**src/rtl/track_pkg.sv**
```systemverilog
// Shared types, default timing constants and round-robin helpers for the
// single-track section arbiter.
package track_pkg;

   typedef enum logic [1:0] {
      IDLE,
      SETTLE,
      OCCUPIED,
      ALARM
   } state_t;

   localparam int DEF_DEB_CYCLES     = 4;
   localparam int DEF_SW_SETTLE      = 8;
   localparam int DEF_TIMEOUT_CYCLES = 1024;
   localparam int MAX_TRAINS         = 8;

   // First set bit of req at or after ptr, wrapping modulo n.
   function automatic int rr_pick(input logic [MAX_TRAINS-1:0] req, input int ptr, input int n);
      int   pick;
      int   pos;
      logic found;
      pick  = ptr;
      found = 1'b0;
      for (int k = 0; k < MAX_TRAINS; k++) begin
         pos = (ptr + k) % n;
         if (k < n && !found && ((req >> pos) & 8'd1) != 8'd0) begin
            pick  = pos;
            found = 1'b1;
         end
      end
      return pick;
   endfunction

   function automatic int rr_wrap_next(input int idx, input int n);
      return (idx + 1 >= n) ? 0 : idx + 1;
   endfunction

endpackage

```
**src/rtl/sensor_debounce.sv**
```systemverilog
// Two-flop synchronizer plus consecutive-sample debounce for one raw sensor;
// emits a registered one-cycle pulse on each filtered 0->1 transition.
module sensor_debounce
   import track_pkg::*;
#(
   parameter int DEB_CYCLES = DEF_DEB_CYCLES
) (
   input  logic clk,
   input  logic rst,
   input  logic i_raw,
   output logic o_rise
);

   localparam int CW = $clog2(DEB_CYCLES + 1);

   logic [1:0]    r_sync;
   logic [CW-1:0] r_cnt;
   logic          r_filt;
   logic          r_rise;

   // NOTE: non-blocking assignments so every flop samples its pre-edge inputs.
   always_ff @(posedge clk or posedge rst) begin
      if (rst) begin
         r_sync <= '0;
         r_cnt  <= '0;
         r_filt <= 1'b0;
         r_rise <= 1'b0;
      end else begin
         r_sync <= {r_sync[0], i_raw};
         r_rise <= 1'b0;
         if (r_sync[1] == r_filt) begin
            r_cnt <= '0;
         end else if (r_cnt == CW'(DEB_CYCLES - 1)) begin
            r_cnt  <= '0;
            r_filt <= r_sync[1];
            r_rise <= r_sync[1];
         end else begin
            r_cnt <= r_cnt + 1'b1;
         end
      end
   end

   assign o_rise = r_rise;

endmodule

```
**src/rtl/track_section_arbiter.sv**
```systemverilog
// Round-robin arbiter granting one shared single-track segment to N trains,
// driving the route switch, per-train stop signals and sticky alarm/fault flags.
module track_section_arbiter
   import track_pkg::*;
#(
   parameter int N_TRAINS       = 4,
   parameter int DEB_CYCLES     = DEF_DEB_CYCLES,
   parameter int SW_SETTLE      = DEF_SW_SETTLE,
   parameter int TIMEOUT_CYCLES = DEF_TIMEOUT_CYCLES
) (
   input  logic                        clk,
   input  logic                        rst,
   input  logic [N_TRAINS-1:0]         i_approach,
   input  logic [N_TRAINS-1:0]         i_clear,
   output logic [N_TRAINS-1:0]         o_go,
   output logic [$clog2(N_TRAINS)-1:0] o_sw_sel,
   output logic                        o_busy,
   output logic                        o_alarm,
   output logic                        o_fault
);

   localparam int OW = $clog2(N_TRAINS);
   localparam int SW = $clog2(SW_SETTLE + 1);
   localparam int TW = $clog2(TIMEOUT_CYCLES + 1);
   localparam logic [N_TRAINS-1:0] ONE = {{(N_TRAINS - 1){1'b0}}, 1'b1};

   state_t              r_state;
   logic [OW-1:0]       r_owner;
   logic [OW-1:0]       r_rr_ptr;
   logic [N_TRAINS-1:0] r_pending;
   logic [N_TRAINS-1:0] r_go;
   logic [SW-1:0]       r_settle_cnt;
   logic [TW-1:0]       r_to_cnt;
   logic                r_busy;
   logic                r_alarm;
   logic                r_fault;

   logic [N_TRAINS-1:0] w_app_rise;
   logic [N_TRAINS-1:0] w_clr_rise;
   logic [N_TRAINS-1:0] w_owner_oh;
   logic [N_TRAINS-1:0] w_pending_nxt;
   logic [OW-1:0]       w_pick;
   logic                w_owner_clr;
   logic                w_other_clr;

   for (genvar i = 0; i < N_TRAINS; i++) begin : g_sensor
      sensor_debounce #(.DEB_CYCLES(DEB_CYCLES)) u_app (
         .clk    (clk),
         .rst    (rst),
         .i_raw  (i_approach[i]),
         .o_rise (w_app_rise[i])
      );
      sensor_debounce #(.DEB_CYCLES(DEB_CYCLES)) u_clr (
         .clk    (clk),
         .rst    (rst),
         .i_raw  (i_clear[i]),
         .o_rise (w_clr_rise[i])
      );
   end

   assign w_owner_oh    = ONE << r_owner;
   assign w_owner_clr   = (r_state == OCCUPIED) && ((w_clr_rise & w_owner_oh) != '0);
   assign w_other_clr   = (r_state == SETTLE || r_state == OCCUPIED) &&
                          ((w_clr_rise & ~w_owner_oh) != '0);
   assign w_pending_nxt = (r_pending | w_app_rise) & ~(w_owner_clr ? w_owner_oh : '0);
   assign w_pick        = OW'(rr_pick(8'(r_pending), int'(r_rr_ptr), N_TRAINS));

   // go is computed from next-cycle pending/state so a new request stops its train on the same edge.
   always_ff @(posedge clk or posedge rst) begin
      if (rst) begin
         r_state      <= IDLE;
         r_owner      <= '0;
         r_rr_ptr     <= '0;
         r_pending    <= '0;
         r_go         <= '1;
         r_settle_cnt <= '0;
         r_to_cnt     <= '0;
         r_busy       <= 1'b0;
         r_alarm      <= 1'b0;
         r_fault      <= 1'b0;
      end else begin
         r_pending <= w_pending_nxt;
         if (w_other_clr) r_fault <= 1'b1;
         case (r_state)
            IDLE: begin
               r_go <= ~w_pending_nxt;
               if (r_pending != '0) begin
                  r_owner      <= w_pick;
                  r_settle_cnt <= '0;
                  r_busy       <= 1'b1;
                  r_state      <= SETTLE;
               end
            end
            SETTLE: begin
               if (r_settle_cnt == SW'(SW_SETTLE - 1)) begin
                  r_state  <= OCCUPIED;
                  r_to_cnt <= '0;
                  r_go     <= ~w_pending_nxt | w_owner_oh;
               end else begin
                  r_settle_cnt <= r_settle_cnt + 1'b1;
                  r_go         <= ~w_pending_nxt;
               end
            end
            OCCUPIED: begin
               if (w_owner_clr) begin
                  r_state  <= IDLE;
                  r_busy   <= 1'b0;
                  r_rr_ptr <= OW'(rr_wrap_next(int'(r_owner), N_TRAINS));
                  r_go     <= ~w_pending_nxt;
               end else if (r_to_cnt == TW'(TIMEOUT_CYCLES - 1)) begin
                  r_state  <= ALARM;
                  r_busy   <= 1'b0;
                  r_alarm  <= 1'b1;
                  r_go     <= '0;
                  r_to_cnt <= TW'(TIMEOUT_CYCLES);
               end else begin
                  r_to_cnt <= r_to_cnt + 1'b1;
                  r_go     <= ~w_pending_nxt | w_owner_oh;
               end
            end
            ALARM:   r_go <= '0;
            default: r_state <= IDLE;
         endcase
      end
   end

   assign o_go     = r_go;
   assign o_sw_sel = r_owner;
   assign o_busy   = r_busy;
   assign o_alarm  = r_alarm;
   assign o_fault  = r_fault;

endmodule

```
**config.mk**
```make
export PLATFORM = sky130hd
export DESIGN_NAME = track_section_arbiter
export DESIGN_NICKNAME = d
export VERILOG_FILES = /design/src/rtl/track_pkg.sv /design/src/rtl/sensor_debounce.sv /design/src/rtl/track_section_arbiter.sv
export SDC_FILE = /design/constraint.sdc
export NUM_CORES = 1
export LEC_CHECK = 0
export BUFFER_PORTS_ARGS = -buffer_cell sky130_fd_sc_hd__buf_2
export CAP_MARGIN = 20
export CORE_AREA = 2 2 161 116
export CTS_BUF_LIST = sky130_fd_sc_hd__clkbuf_8
export CTS_CLUSTER_DIAMETER = 30
export DETAILED_ROUTE_END_ITERATION = 16
export DIE_AREA = 0 0 163 118
export PLACE_DENSITY_LB_ADDON = 0.2
export SYNTH_ARGS = -nofsm -noshare
export SYNTH_HDL_FRONTEND = slang
export SYNTH_HIERARCHICAL = 1
export SYNTH_SLANG_ARGS = --single-unit
```
**constraint.sdc**
```tcl
create_clock -name clk -period 5.8 [get_ports clk]
set_input_delay 0.58 -clock clk [delete_from_list [all_inputs] [get_ports clk]]
set_output_delay 0.58 -clock clk [all_outputs]
set_load 0.05 [all_outputs]
```
==> results by group <==
Power and ir drop
  • IR drop worst, VDD: 0.158 mV
  • Switching Share: 0.354
  • PnR Total Power: 2.07 mW
  • Static Leakage: 2.04 nW
  • Pwr Density: 448 nW/um^2
  • Internal power: 1.34 mW
  • Sequential share of power: 0.424
  • Combinational Power Share: 0.329
  • Clock group share of total power: 0.247
  • Net Switching: 0.734 mW

Logic synthesis
  • Synth cell types: 53
  • Post-synthesis area per instance: 12.1 sq um
  • Most common flop cell mapped by yosys: dfrtp_1
  • Top post-synthesis cells by area: dfrtp_1, ha_1, mux2_2
  • Post-synth top area cell: dfrtp_1
  • Gate Count Post-Synth: 331
  • Sequential fraction of the synthesis area: 0.550
  • Share of the synthesized area in the top cell type: 0.524
  • Most numerous cell in the Yosys netlist: dfrtp_1
  • EDFF count, synth: 0
  • YS warnings: 6
  • Ys async rst share: 1.00
  • Top post-synthesis cells by count: dfrtp_1, inv_1, ha_1, o21ai_0, nand3_1
  • Post-Syn Area: 4020 sq um
  • #FFs+latches synth: 88
  • Syn_nets: 359

Run status
  • Outcome: finished, final reports clean

Clock tree
  • Number of clock sinks: 88
  • Skew-Pair Late Insertion Delay: 360 ps
  • Clock buffer depth: 2
  • Hold_buf cts: 0
  • PostCTS Resize Cnt: 0
  • CTS tree: done
  • Clock buffer count from CTS: 9
  • Clk root buf: clkbuf_8
  • Clk slew on worst S/H paths: 90 ps
  • Setup repair bufs after CTS: 0
  • H-tree levels: 3

Timing
  • Final Hold Vio Count: 0
  • Highest Clock Rate: 459 MHz
  • Worst-Margin Slew: 646 ps
  • RSZ-0062 raised after global routing: no
  • Max-slew headroom: 0.566
  • Final Critical Period: 2180 ps
  • Slew Viols, Final: 0
  • Setup violations, final: 0
  • Final setup TNS: 0 ps
  • Clk_skew: 12.9 ps
  • Tcrit/Tclk final: 0.375

Critical path
  • Critical Path Source Type: flop
  • Critical-path maximum fanout: 15
  • Kind of end point of the critical path: flop
  • CP arrival: 2470 ps
  • Worst setup path category: reg2reg
  • Crit path required time: 6090 ps

Routing
  • DRC violations left: 0
  • Vias: 2542
  • Final ANT Viol Nets: 0
  • Router iterations before antenna repair: 4
  • Avg WL per Cell: 13.0 um
  • Initial DRC count: 112
  • Drt total wl: 7.73 mm
  • Via/cell ratio: 4.27

Place
  • DP Wirelength: 5.70 mm
  • Port bufs: 18
  • Placed instance area: 4380 sq um
  • Gpl congestion: 0.729

Final layout
  • Nets: 382
  • Antenna Cells: 0
  • Area delta synth->final: 15.2%
  • Filler cells: 1852
  • Finished layout cell area: 4620 sq um
  • Ratio of cells with drive above 1 in the final layout: 0.228

Floorplan
  • Starting Density: 0.227
  • Die Wd: 163 um
  • Row count: 41
  • Die Y: 118 um
  • Die footprint: 19200 sq um
  • Core ar.: 17700 sq um
  • Io pins: 19

Min path
  • Hold WC Path Type: in2async

Global route
  • GRT Resource Usage Total: 0.0890
  • Largest net degree at the start of global routing: 21
  • Vias in the first global route: 2613
  • Global route total overflow: 0
  • Initial antenna violation count: 0
  • First-pass GRT wire length: 13.5 mm

Job
  • Max-cap violations: 0
[power groups by stage]
stage,combinational [mW],clock (mW),sequential (mW)
2_1_floorplan,0.484,0,0.931
3_3_place_gp,0.686,0,0.887
3_5_place_dp,0.690,0,0.893
4_1_cts,0.690,0.535,0.882
5_1_grt,0.774,0.556,0.903
6_report,0.681,0.513,0.879
[cells by family after synthesis]
logic type	after synthesis	share of synthesized area
compound gates	75	0.134
fa+ha+maj	18	0.0561
flops	88	0.550
simple gates	103	0.184
xor+xnor	8	0.0175
mux	11	0.0309
buf+inv	28	0.0271
[final timing paths]
path | from | endpoint | slack (ps) | cells past startpoint
hold / removal | rst | g_sensor[1].u_app/r_sync[0]$_DFF_PP0_ | 240 | 2
min in group clk | i_approach[1] | g_sensor[1].u_app/r_sync[0]$_DFF_PP0_ | 320 | 1
hold reg to reg | g_sensor[2].u_clr/r_sync[0]$_DFF_PP0_ | g_sensor[2].u_clr/r_sync[1]$_DFF_PP0_ | 350 | 0
max in group asynchronous | rst | o_go[2]$_DFF_PP1_ | 4730 | 3
setup / recovery | r_state[1]$_DFFE_PP0P_ | r_to_cnt[8]$_DFFE_PP0P_ | 3620 | 6
setup reg to reg | r_state[1]$_DFFE_PP0P_ | r_to_cnt[8]$_DFFE_PP0P_ | 3620 | 6
[state kept, by name, summed over array words and instances (netlist names), 8 cells and up]
register,count
g_sensor.u_app/r_cnt,12
g_sensor.u_clr/r_cnt,12
r_to_cnt,11
g_sensor.u_app/r_sync,8
g_sensor.u_clr/r_sync,8
[cell type report]
cell class | instances | area (sq um) | share of cell area
Sequential cell | 88 | 2210 | 0.477
Multi-Input combinational cell | 215 | 1700 | 0.367
Tap cell | 236 | 295 | 0.0639
Clock buffer | 9 | 124 | 0.0268
Clock inverter | 7 | 119 | 0.0257
Timing Repair Buffer | 20 | 105 | 0.0227
Inverter | 20 | 75.1 | 0.0162
[stage by stage]
step,setup slack (ps),hold WS [ps],std cells,utilization
final,3620,239,595,0.261
after global routing,3390,263,595,0.261
after CTS,3610,237,595,0.261
after detailed placement,3620,336,579,0.248
after global placement,3680,332,579,0.248
after floorplan,3590,331,331,-
[metal layers]
| metal | GRT usage | up-vias | wire length, um |
|---|---|---|---|
| met5 | 0 | - | 0 |
| met4 | 0.0282 | 0 | 108 |
| met3 | 0.0278 | 9 | 251 |
| met2 | 0.127 | 35 | 3230 |
| met1 | 0.127 | 1260 | 4130 |
| li1 | - | 1238 | - |
[worst max-delay path, cell delays in order (launching register included)]
cell	delay, ps
dfrtp_1	410
inv_1	90
ha_1	520
nor2_1	110
a21o_1	310
or4_1	500
a21boi_1	160
[cell usage in the layout, fill, tap and decap left out, drive strengths merged, types with 11 or more instances in the layout]
| cell type | n |
|---|---|
| inv | 21 |
| nand3 | 16 |
| nor2 | 11 |
| mux2 | 11 |
| ha | 18 |
| nor2b | 11 |
| nor3 | 12 |
| dfrtp | 84 |
| nand2 | 11 |
| a21oi | 11 |
| nor3b | 16 |
| buf | 20 |
| o21ai | 20 |
(Power assumes the default switching activity.)
